--- config.mk ---
export PLATFORM = sky130hd
export DESIGN_NAME = fifo_burst_reader
export DESIGN_NICKNAME = d
export VERILOG_FILES = /design/src/rtl/fifo_ctrl_pkg.sv /design/src/rtl/fifo_out_skid.sv /design/src/rtl/fifo_burst_reader.sv
export SDC_FILE = /design/constraint.sdc
export NUM_CORES = 1
export LEC_CHECK = 0
export CAP_MARGIN = 10
export CORE_MARGIN = 5
export CORE_UTILIZATION = 49
export CTS_CLUSTER_SIZE = 40
export DETAILED_ROUTE_END_ITERATION = 6
export PLACE_DENSITY_LB_ADDON = 0.08
export SLEW_MARGIN = 0
export SYNTH_ARGS = -nofsm -noshare
export SYNTH_HDL_FRONTEND = slang
export SYNTH_SLANG_ARGS = --single-unit
--- constraint.sdc ---
create_clock -name rdclk -period 3 [get_ports rdclk]
set_input_delay 0.3 -clock rdclk [delete_from_list [all_inputs] [get_ports rdclk]]
set_output_delay 0.3 -clock rdclk [all_outputs]
set_load 0.02 [all_outputs]
--- src/rtl/fifo_ctrl_pkg.sv ---
// Shared types and helpers for the FIFO read-side burst controller.
package fifo_ctrl_pkg;

    localparam int unsigned DATA_W  = 64;
    localparam int unsigned USEDW_W = 8;
    localparam int unsigned LVL_W   = USEDW_W + 1;

    typedef enum logic [1:0] {
        IDLE  = 2'd0,
        BURST = 2'd1,
        DRAIN = 2'd2
    } rd_state_t;

    typedef struct packed {
        logic              sop;
        logic              eop;
        logic [DATA_W-1:0] data;
    } beat_t;

    // rdusedw wraps to 0 at full; rebuild the true level with one extra bit.
    function automatic logic [LVL_W-1:0] eff_level(input logic [USEDW_W-1:0] usedw,
                                                   input logic               full);
        if (full) begin
            return {1'b1, USEDW_W'(0)};
        end
        return {1'b0, usedw};
    endfunction

endpackage

--- src/rtl/fifo_out_skid.sv ---
// Two-entry in-order valid/ready buffer; holds its head stable while stalled.
module fifo_out_skid
    import fifo_ctrl_pkg::*;
(
    input  logic       clk,
    input  logic       rst_n,
    input  logic       push,
    input  beat_t      din,
    output logic       valid,
    input  logic       ready,
    output beat_t      dout,
    output logic [1:0] occ
);

    beat_t      head;
    beat_t      tail;
    logic [1:0] cnt;
    logic [1:0] cnt_nxt;
    logic       pop;

    assign pop  = valid && ready;
    assign dout = head;
    assign occ  = cnt;

    always_comb begin
        cnt_nxt = cnt + 2'(push) - 2'(pop);
    end

    // Head is zeroed when the buffer empties so idle outputs read as 0.
    always_ff @(posedge clk or negedge rst_n) begin
        if (!rst_n) begin
            cnt   <= 2'd0;
            valid <= 1'b0;
            head  <= '0;
            tail  <= '0;
        end else begin
            cnt   <= cnt_nxt;
            valid <= (cnt_nxt != 2'd0);
            if (pop) begin
                if (cnt == 2'd2) begin
                    head <= tail;
                    if (push) begin
                        tail <= din;
                    end
                end else if (push) begin
                    head <= din;
                end else begin
                    head <= '0;
                end
            end else if (push) begin
                if (cnt == 2'd0) begin
                    head <= din;
                end else begin
                    tail <= din;
                end
            end
        end
    end

endmodule

--- src/rtl/fifo_burst_reader.sv ---
// Drains the dual-clock FIFO in framed bursts onto a valid/ready stream.
module fifo_burst_reader
    import fifo_ctrl_pkg::*;
#(
    parameter int unsigned DATA_W      = 64,
    parameter int unsigned USEDW_W     = 8,
    parameter int unsigned BURST_LEN   = 32,
    parameter int unsigned TIMEOUT_CYC = 1024
) (
    input  logic               rdclk,
    input  logic               aclr_n,
    input  logic               enable,
    input  logic [DATA_W-1:0]  fifo_q,
    input  logic [USEDW_W-1:0] fifo_rdusedw,
    input  logic               fifo_rdempty,
    input  logic               fifo_rdfull,
    output logic               fifo_rdreq,
    output logic [DATA_W-1:0]  m_data,
    output logic               m_valid,
    input  logic               m_ready,
    output logic               m_sop,
    output logic               m_eop,
    output logic               busy,
    output logic               full_seen,
    input  logic               clr_full_seen,
    output logic [31:0]        burst_cnt
);

    localparam int unsigned CNT_W = 8;
    localparam int unsigned TMR_W = $clog2(TIMEOUT_CYC + 1);

    rd_state_t        state, state_nxt;
    logic [CNT_W-1:0] blen, blen_nxt;
    logic [CNT_W-1:0] issued, issued_nxt;
    logic [TMR_W-1:0] timer, timer_nxt;
    logic [LVL_W-1:0] lvl;
    logic             start;
    logic             infl, infl_sop, infl_eop;
    logic [1:0]       occ;
    logic             pop;
    logic             eop_acc;
    logic             can_read;
    beat_t            push_beat;
    beat_t            out_beat;

    assign lvl     = eff_level(fifo_rdusedw, fifo_rdfull);
    assign pop     = m_valid && m_ready;
    assign eop_acc = pop && m_eop;
    // A slot freed by this cycle's handshake counts, giving 1 word/cycle.
    assign can_read = (3'(occ) + 3'(infl)) < (3'd2 + 3'(pop));
    assign start    = enable && ((lvl >= LVL_W'(BURST_LEN)) ||
                                 ((lvl != '0) && (timer == TMR_W'(TIMEOUT_CYC))));

    always_comb begin
        state_nxt  = state;
        blen_nxt   = blen;
        issued_nxt = issued;
        timer_nxt  = timer;
        fifo_rdreq = 1'b0;
        unique case (state)
            IDLE: begin
                if (start) begin
                    state_nxt  = BURST;
                    blen_nxt   = (lvl >= LVL_W'(BURST_LEN)) ? CNT_W'(BURST_LEN) : CNT_W'(lvl);
                    issued_nxt = '0;
                    timer_nxt  = '0;
                end else if ((lvl == '0) || (lvl >= LVL_W'(BURST_LEN))) begin
                    timer_nxt = '0;
                end else if (timer != TMR_W'(TIMEOUT_CYC)) begin
                    timer_nxt = timer + TMR_W'(1);
                end
            end
            BURST: begin
                fifo_rdreq = !fifo_rdempty && (issued < blen) && can_read;
                if (fifo_rdreq) begin
                    issued_nxt = issued + CNT_W'(1);
                    if (issued_nxt == blen) begin
                        state_nxt = DRAIN;
                    end
                end
            end
            DRAIN: begin
                if (eop_acc) begin
                    state_nxt = IDLE;
                end
            end
            default: state_nxt = IDLE;
        endcase
    end

    always_ff @(posedge rdclk or negedge aclr_n) begin
        if (!aclr_n) begin
            state     <= IDLE;
            blen      <= '0;
            issued    <= '0;
            timer     <= '0;
            infl      <= 1'b0;
            infl_sop  <= 1'b0;
            infl_eop  <= 1'b0;
            busy      <= 1'b0;
            full_seen <= 1'b0;
            burst_cnt <= '0;
        end else begin
            state     <= state_nxt;
            blen      <= blen_nxt;
            issued    <= issued_nxt;
            timer     <= timer_nxt;
            infl      <= fifo_rdreq;
            infl_sop  <= (issued == '0);
            infl_eop  <= (issued == blen - CNT_W'(1));
            busy      <= (state_nxt != IDLE);
            full_seen <= fifo_rdfull ? 1'b1 : (clr_full_seen ? 1'b0 : full_seen);
            burst_cnt <= burst_cnt + 32'(eop_acc);
        end
    end

    // Read data appears on fifo_q the cycle after the strobe, tagged at issue.
    always_comb begin
        push_beat      = '0;
        push_beat.sop  = infl_sop;
        push_beat.eop  = infl_eop;
        push_beat.data = fifo_q;
    end

    fifo_out_skid u_skid (
        .clk   (rdclk),
        .rst_n (aclr_n),
        .push  (infl),
        .din   (push_beat),
        .valid (m_valid),
        .ready (m_ready),
        .dout  (out_beat),
        .occ   (occ)
    );

    assign m_data = out_beat.data;
    assign m_sop  = out_beat.sop;
    assign m_eop  = out_beat.eop;

endmodule

==> metrics.txt, run 1 <==
crit path time final about 2.8 ns; hold_sp clr_full_seen; status complete, no violations; CTS tree done; Worst Skew 0.01848 ns; post-DP HPWL 14,750 um; Pwr Total 8.421 mW; slew margin rel. a little over half; Clk pin slew, worst setup/hold paths 0.06 ns; P_sw 2.588 mW; Syn Area/Cell approximately 11 um2; initial antenna violation count 0; R2R Setup Slk 0.61 ns; min-delay worst type in2reg; Port Buffers 180; RSZ-0062 raised after global routing no; Max Slew Vio Count 0; # diodes 0; most instantiated cells after synthesis dfrtp_1 (201), nand2_1 (114), o21ai_0 (93); # DRC 0; sequential cell area fraction in the yosys report 54.57%; EDFF count, synth 0; area share of the leading cell type in the synthesized netlist between 50% and 60%; register area between 5000 and 6000 um2; # rows 50; Setup TNS Final 0 ns; Clk Latency, worst-skew pair about 0.5 ns; Die Height approximately 150 um; Total GRT Usage 19.85%; synth top area cells dfrtp_1 (55%), mux2_2 (8.3%), a22oi_1 (5.8%); Cell Area, Synth ~9000 um2; share of layout cells above drive strength 1 roughly 14%; critical path capture point type output port; Leak between 5 and 6 nW; cts bufs inserted 22; global-route wire length before repair 35,730 um; Boundary Pins 181; CTS H-tree lvls 1; Final Hold Viols 0; CP Class reg2out; placer congestion estimate 0.8521; Total Die Area 21,650 um2; Core Box Area 18,640 um2; Synth warnings 0; Power Dens Cells 697.9 nW/um2; Unique masters post-synth 50; CP required 2.70 ns; largest area contributor in the synthesized netlist dfrtp_1; CTS sink count 201; Post-DRT Antenna Nets 0; worst setup slack after layout between 0.15 and 0.2 ns; Vias 6,856; Switching Fraction 30.73%; Longest Clk Path Bufs 3; Vias per Instance approximately 5.4; Syn Inst Count 837; DRT Pass-1 Iters 7; R2R Path Start blen[2]$_DFFE_PN0P_; CTS root buffer clkbuf_16; Final Net Count around 1.1k; Max Cap Violations 0; period utilisation layout 94.24%; CP Launch Point blen[2]$_DFFE_PN0P_; Overflow after GRT 0; Clock power frac 31.9%; flops & latches, synth ~200; routed wire length per instance about 17 um; Comb power frac about 28%; count leader, synth dfrtp_1; largest net degree at the start of global routing 84; Pint 5.833 mW; drt initial violations 416; Worst VDD drop 0.4925 mV; Critical Path Source Type flop; WL final 21,600 um; Place WS 0.3765 ns; vias in the first global route roughly 7k; Async SR Flop Fraction 100.0%; Reg power frac ~41%; Mapped Nets 935; Initial Util roughly half; Critical Path AT 2.53 ns; filler instances 1,511; critical-path maximum fanout 7; # setup viols final 0; top_reg_cell synth dfrtp_1; Achievable Freq 353.7 MHz; area of the multi-input gates 3925 um2; die width 147.2 um; area growth from synthesis to layout 30.91%; worst slew pin tran 0.6870 ns
==> state kept, by name, summed over array words and instances, names as in the netlist <==
name	flops
u_skid.dout	66
burst_cnt	32
u_skid.tail	66
blen	8
infl_eop	1
full_seen	1
infl	1
state	2
u_skid.occ	2
issued	8
infl_sop	1
busy	1
timer	11
u_skid.valid	1
==> metal layers <==
metal  vias to the layer above  part of all wire, %  wire length (um)  GRT usage [%]
met3                        38                  6.1              1324          4.102
met4                         0                  2.5               533          5.499
met5                         -                    0                 0              0
met2                       177                   45              9706          30.81
met1                      3292                   46             10040          28.53
li1                       3349                    -                 -              -
==> power groups by stage <==
stage               Sequential (mW)  Clock, mW  Combinational, mW
floorplan                      3.90          0              0.671
global placement               3.45          0               2.32
detailed placement             3.46          0               2.35
CTS                            3.42       2.75               2.35
global route                   3.48       2.89               2.52
finish                         3.41       2.69               2.32
==> worst max-delay path: stages (launching register included) <==
cell	delay, ns
dfrtp_1	0.46
inv_1	0.14
ha_1	0.30
o21ai_0	0.16
a21oi_1	0.07
o2111ai_2	0.30
and3_1	0.26
dlygate4sd2_1	0.35
==> placed cells by master, fill, tap and decap left out, types with 4 or more instances in the layout <==
master,n
o21ai_0,93
xor2_1,13
nand3_1,27
a22oi_1,71
nor3_1,15
o311ai_0,4
a31oi_1,6
nand2_1,113
and2_1,4
buf_4,17
and3_1,13
nor3b_1,4
a21o_1,5
nor2_1,15
inv_1,22
clkdlybuf4s50_1,178
a22o_1,4
xnor2_1,36
ha_1,19
dfrtp_1,201
mux2_2,68
nand2b_1,4
nand4_1,8
clkbuf_8,7
nor4_1,4
clkbuf_16,23
clkbuf_1,6
==> cells by family (layout without fill, tap and decap cells) <==
kind of cell	Yosys count	count (layout)	synth area share (%)
AND/OR/NAND/NOR	229	229	12.35
flip-flops	201	201	54.57
AO/OA/AOI/OAI	199	199	13.94
XOR/XNOR	50	50	4.832
multiplexers	70	70	8.524
adder cells (fa/ha/maj)	19	19	2.579
buffers and inverters	69	263	3.203
==> final cells by class <==
cell class | instances | area share, %
Sequential cell | 201 | 41.68
Inverter | 22 | 0.6844
Timing Repair Buffer | 201 | 16.59
Tap cell | 234 | 2.426
Clock buffer | 35 | 5.641
Clock inverter | 5 | 0.4459
Multi-Input combinational cell | 567 | 32.53
==> stage by stage <==
| stage | hold slack [ns] | instance area, um2 | std cells | util (%) |
|---|---|---|---|---|
| CTS | 0.3681 | 12050 | 1263 | 64.64 |
| floorplan | 0.004409 | 9218 | 837 | - |
| detailed placement | 0.4051 | 11310 | 1222 | 60.66 |
| finish | 0.3849 | 12070 | 1265 | 64.72 |
| global route | 0.3937 | 12070 | 1265 | 64.72 |
| global placement | 0.4008 | 11310 | 1222 | 60.66 |
==> path summary, 6_finish.rpt <==
check / endpoint / cells after the start
setup / recovery: fifo_rdreq / 7
hold / removal: full_seen$_DFFE_PN0P_ / 3
setup reg to reg: issued[2]$_DFFE_PN0P_ / 9
hold reg to reg: burst_cnt[31]$_DFF_PN0_ / 1
max in group asynchronous: u_skid.tail[12]$_DFFE_PN0P_ / 3
min in group asynchronous: burst_cnt[27]$_DFF_PN0_ / 2
==> timing repair <==
action	4_1_cts	5_1_grt
hold buffers	1	0
pin swaps	1	1
gates resized for setup	1	0
endpoints found under the hold margin	78	0
setup buffers	0	2
endpoints found under the setup margin	1	1
(Power assumes the default switching activity.)
==> inputs of run 2 (changes only) <==
CORE_UTILIZATION = 40   (was 49)
==> metrics.txt, run 2 (synthesis gave the netlist of run 1 again) <==
Vias per Instance 5.179 (-4.4%); Core Box Area 22,640 um2 (+21%); placer congestion estimate 0.8170 (-4.1%); Worst VDD drop 0.4148 mV (-16%); share of layout cells above drive strength 1 13.98% (+0.11 points); CTS tree done; RSZ-0062 raised after global routing no; Achievable Freq 372.6 MHz (+5.4%); CP required 2.70 ns (about the same); Critical Path AT 2.38 ns (-0.15 ns); global-route wire length before repair 37,000 um (+3.6%); CTS root buffer clkbuf_16; Post-DRT Antenna Nets 0 (unchanged); Max Cap Violations 0 (unchanged); Initial Util 40.71% (-8.7 points); worst setup slack after layout 0.3164 ns (+0.1436 ns); critical-path maximum fanout 7 (unchanged); Worst Skew 0.008646 ns (-0.009838 ns); Pwr Total 8.593 mW (+2.0%); Clk Latency, worst-skew pair 0.51 ns (about the same); critical path capture point type output port; # setup viols final 0 (unchanged); Overflow after GRT 0 (unchanged); Longest Clk Path Bufs 3 (unchanged); vias in the first global route 6,930 (+1.8%); drt initial violations 346 (-17%); Place WS 0.3698 ns (-0.006661 ns); cts bufs inserted 24 (+9.1%); Setup TNS Final 0 ns (unchanged); die width 161.8 um (+10%); CTS sink count 201 (unchanged); Total GRT Usage 17.09% (-2.8 points); Final Cell Area 12,170 um2 (+0.85%); status complete, no violations; # DRC 0 (unchanged); # rows 55 (+10%); R2R Setup Slk 0.69 ns (+0.08 ns); min-delay worst type in2async; path depth of the worst reg2reg path 7 (-2); DRT Pass-1 Iters 4 (-3); CP Class reg2out; Critical Path Source Type flop; Boundary Pins 181 (unchanged); Port Buffers 180 (unchanged); Total Die Area 26,180 um2 (+21%); Die Height 161.8 um (+10%); initial antenna violation count 1 (+1); Power Dens Cells 706.1 nW/um2 (+1.2%); slew margin rel. 53.21% (-0.99 points); largest net degree at the start of global routing 77 (-8.3%); CTS H-tree lvls 1 (unchanged); period utilisation layout 89.45% (-4.8 points); filler instances 1,995 (+32%); WL final 22,640 um (+4.8%); most frequent cells in the layout dfrtp_1 (201), clkdlybuf4s50_1 (178), nand2_1 (113); routed wire length per instance 17.22 um (+0.84%); Vias 6,811 (-0.66%); dpl cell area 11,360 um2 (+0.48%); # diodes 0 (unchanged); Final Net Count 1,111 (-0.18%); post-DP HPWL 15,110 um (+2.5%); reg-to-reg endpoint state[0]$_DFF_PN0_; R2R Path Start issued[1]$_DFFE_PN0P_; most common cell after layout, fill and taps aside dfrtp_1; Max Slew Vio Count 0 (unchanged); area growth from synthesis to layout 32.02%; Leak 5.188 nW (+0.27%); worst slew pin tran 0.7018 ns (+0.01486 ns); Final Hold Viols 0 (unchanged); Clk pin slew, worst setup/hold paths 0.06 ns (about the same); crit path time final 2.684 ns (-0.1436 ns)
## run 2: report_power, final
group          internal, mW  switching, mW  leakage, nW
Combinational          1.04           1.27         2.30
Sequential             3.15          0.277         2.49
Clock                  1.73           1.12        0.392
## run 2: worst max-delay path by stage
stage                     depth (start not counted)           startpoint  slack [ns]                    end
after floorplan                                  10  blen[2]$_DFFE_PN0P_        0.54  issued[2]$_DFFE_PN0P_
after global placement                            7  blen[2]$_DFFE_PN0P_        0.40             fifo_rdreq
after detailed placement                          7  blen[2]$_DFFE_PN0P_        0.37             fifo_rdreq
after CTS                                         7  blen[2]$_DFFE_PN0P_        0.27             fifo_rdreq
after global routing                              6       infl$_DFF_PN0_        0.14             fifo_rdreq
final                                             7  blen[2]$_DFFE_PN0P_        0.32             fifo_rdreq
## run 2: cell type report
class / count / area (um2) / share of cell area, %
flip-flops and latches: 201 / 5030 / 41.33
inverters: 22 / 82.58 / 0.6786
clock buffers: 35 / 711.9 / 5.850
multi-input cells: 567 / 3925 / 32.25
clock inverters: 8 / 78.83 / 0.6477
well taps: 285 / 356.6 / 2.930
repair buffers: 197 / 1984 / 16.31
## run 2: timing repair
action / CTS / global route
buffers inserted: 1 / 0
resized for setup: 1 / 0
hold buffers: 1 / 0
hold endpoints to repair: 59 / 0
endpoints found under the setup margin: 1 / 0
## run 2: stage by stage
step                utilization [%]  instances  hold slack (ns)
floorplan                         -        837         0.004409
global placement              50.19       1270           0.3248
detailed placement            50.19       1270           0.3208
CTS                           53.75       1315           0.3338
global route                  53.75       1315           0.3651
finish                        53.75       1315           0.3246
## run 2: routing by layer
layer | up-vias | track usage [%] | share of wire, %
met2 | 153 | 27.49 | 46
met4 | 2 | 3.499 | 1.3
li1 | 3344 | - | -
met1 | 3284 | 23.93 | 46
met5 | - | 0 | 0.057
met3 | 28 | 3.882 | 6.2
## run 2: critical path, cell delays in order (launching register included)
cell           delay, ns
dfrtp_1             0.45
inv_1               0.14
ha_1                0.30
o21ai_0             0.14
a21oi_1             0.07
o2111ai_2           0.20
and3_1              0.22
dlygate4sd2_1       0.34
==> inputs of run 3 (changes only) <==
CORE_ASPECT_RATIO = 0.6   (was not set)
PLACE_DENSITY_LB_ADDON = not set   (was 0.08)
==> metrics.txt, run 3 (synthesis gave the netlist of run 1 again) <==
Pint 5.704 mW (-3.7%); placed cell count 1,304 (+2.7%); met2 usage 22.98% (-4.5 points); # diodes 0 (unchanged); period utilisation layout 92.06% (+2.6 points); share of layout cells above drive strength 1 13.63% (-0.35 points); min-delay worst type in2async; Port Buffers 180 (unchanged); Leak 5.140 nW (-0.93%); CP Launch Point blen[2]$_DFFE_PN0P_; path depth of the worst reg2reg path 7 (unchanged); Initial Util 40.31% (-0.40 points); Worst Skew 0.007122 ns (-0.001524 ns); Final Net Count 1,111 (unchanged); Max Slew Vio Count 0 (unchanged); Worst path depth 7 (unchanged); layer with the highest usage met1; worst slew pin tran 0.6349 ns (-0.06698 ns); Vias 6,987 (+2.6%); drt initial violations 428 (+24%); # rows 43 (-22%); most common cell after layout, fill and taps aside dfrtp_1; Critical Path Sink fifo_rdreq; Comb power frac 28.1% (+1.2 points); Longest Clk Path Bufs 3 (unchanged); dpl cell area 11,420 um2 (+0.48%); CTS root buffer clkbuf_16; RSZ-0062 raised after global routing no; status complete, no violations; Critical Path AT 2.46 ns (+0.08 ns); Setup TNS Final 0 ns (unchanged); Worst VDD drop 0.3287 mV (-21%); crit-path cells inv_1 -> ha_1 -> o21ai_0 -> a21oi_1 -> o2111ai_2 -> and3_1 -> dlygate4sd2_1; GR Util met3 3.577% (-0.31 points); R2R Setup Slk 0.65 ns (-0.04 ns); Reg power frac 41.2% (+1.3 points); die width 206.0 um (+27%); CTS sink count 201 (unchanged); slew margin rel. 57.29% (+4.1 points); Clock power frac 30.7% (-2.5 points); Achievable Freq 362.1 MHz (-2.8%); Clk pin slew, worst setup/hold paths 0.06 ns (about the same); cts bufs inserted 21 (-13%); Total Die Area 26,280 um2 (+0.38%); Overflow after GRT 0 (unchanged); Switching Fraction 31.43% (+0.37 points); met1 usage 29.31% (+5.4 points); Final Cell Area 12,100 um2 (-0.53%); most frequent cells in the layout dfrtp_1 (201), clkdlybuf4s50_1 (178), nand2_1 (113); area growth from synthesis to layout 31.32%; CP Class reg2out; critical-path maximum fanout 7 (unchanged); critical path capture point type output port; routed wire length per instance 17.17 um (-0.29%); Power Dens Cells 687.3 nW/um2 (-2.7%); reg-to-reg endpoint state[0]$_DFF_PN0_; initial antenna violation count 0 (-1); vias in the first global route 6,798 (-1.9%); CTS tree done; DRT Pass-1 Iters 7 (+3); WL final 23,040 um (+1.8%); Critical Path Source Type flop; # DRC 0 (unchanged); hold_ws 0.3110 ns (-0.01370 ns); Die Height 127.6 um (-21%); Largest stage delay, worst path 0.46 ns (about the same); Crit-path slowest cell dfrtp_1; P_sw 2.615 mW (-2.0%); Clk Latency, worst-skew pair 0.48 ns (-0.03 ns); CTS H-tree lvls 1 (unchanged); Max Cap Violations 0 (unchanged); Bufs and invs on worst path 2 (unchanged); Crit path max-delay family buffers and inverters; largest net degree at the start of global routing 69 (-10%); Core Box Area 22,870 um2 (+0.99%); Final Hold Viols 0 (unchanged); post-DP HPWL 16,140 um (+6.8%); Layout Cells excl Fill 1,342 (+2.1%); global-route wire length before repair 37,560 um (+1.5%); Total GRT Usage 17.42% (+0.34 points); R2R Path Start issued[1]$_DFFE_PN0P_; Vias per Instance 5.206 (+0.52%); Post-DRT Antenna Nets 0 (unchanged); Boundary Pins 181 (unchanged); crit path time final 2.762 ns (+0.07821 ns); CP required 2.70 ns (about the same); placer congestion estimate 0.8959 (+9.7%); # setup viols final 0 (unchanged)
## run 3: cell count changes in the layout (fill, tap and decap cells not counted), sizes merged
cell	before	now
clkinv	6	4
clkbuf	36	32
buf	16	19
## run 3: worst min path at each step
stage,endpoint,slack (ns),depth (start not counted)
5_1_grt,burst_cnt[29]$_DFF_PN0_,0.32,2
3_3_place_gp,burst_cnt[29]$_DFF_PN0_,0.26,1
4_1_cts,burst_cnt[29]$_DFF_PN0_,0.30,2
6_report,burst_cnt[29]$_DFF_PN0_,0.31,2
3_5_place_dp,burst_cnt[29]$_DFF_PN0_,0.25,1
2_1_floorplan,blen[0]$_DFFE_PN0P_,0.004,0
## run 3: stage by stage
stage,power (mW),setup WS [ns],util [%]
after global routing,8.790,0.05005,52.94
after global placement,5.818,0.4435,49.93
final,8.319,0.2382,52.94
after detailed placement,5.839,0.3724,49.93
after CTS,8.454,0.2113,52.94
after floorplan,4.567,0.5418,-
## run 3: area by class of cell
type | instances | area, um2
Inverter | 22 | 82.58
Clock buffer | 31 | 613.1
Clock inverter | 6 | 65.06
Timing Repair Buffer | 200 | 1994
Sequential cell | 201 | 5030
Multi-Input combinational cell | 567 | 3925
Fill cell | 2079 | 10760
Tap cell | 315 | 394.1
## run 3: routing by layer
metal | vias to the layer above | part of all wire, %
met3 | 29 | 6.8
met5 | - | 0
met2 | 212 | 39
met4 | 0 | 1.5
met1 | 3391 | 53
li1 | 3355 | -
## run 3: what timing repair did
| action | CTS | global route |
|---|---|---|
| setup endpoints to repair | 1 | 0 |
| hold endpoints to repair | 39 | 0 |
| setup buffers | 0 | 0 |
| resized for setup | 1 | 0 |
| hold buffers | 1 | 0 |
## run 3: worst reg2reg max path: stages (launching register included)
cell	delay, ns
dfrtp_1	0.45
ha_1	0.38
nand3_2	0.15
nor2_2	0.17
xnor2_1	0.08
or4_1	0.41
nor4_2	0.44
a31oi_1	0.14
## run 3: power groups by stage
stage          logic [mW]  clock network (mW)  registers [mW]
2_1_floorplan       0.671                   0            3.90
3_3_place_gp         2.35                   0            3.47
3_5_place_dp         2.36                   0            3.48
4_1_cts              2.37                2.65            3.44
5_1_grt              2.54                2.76            3.49
6_report             2.34                2.55            3.43
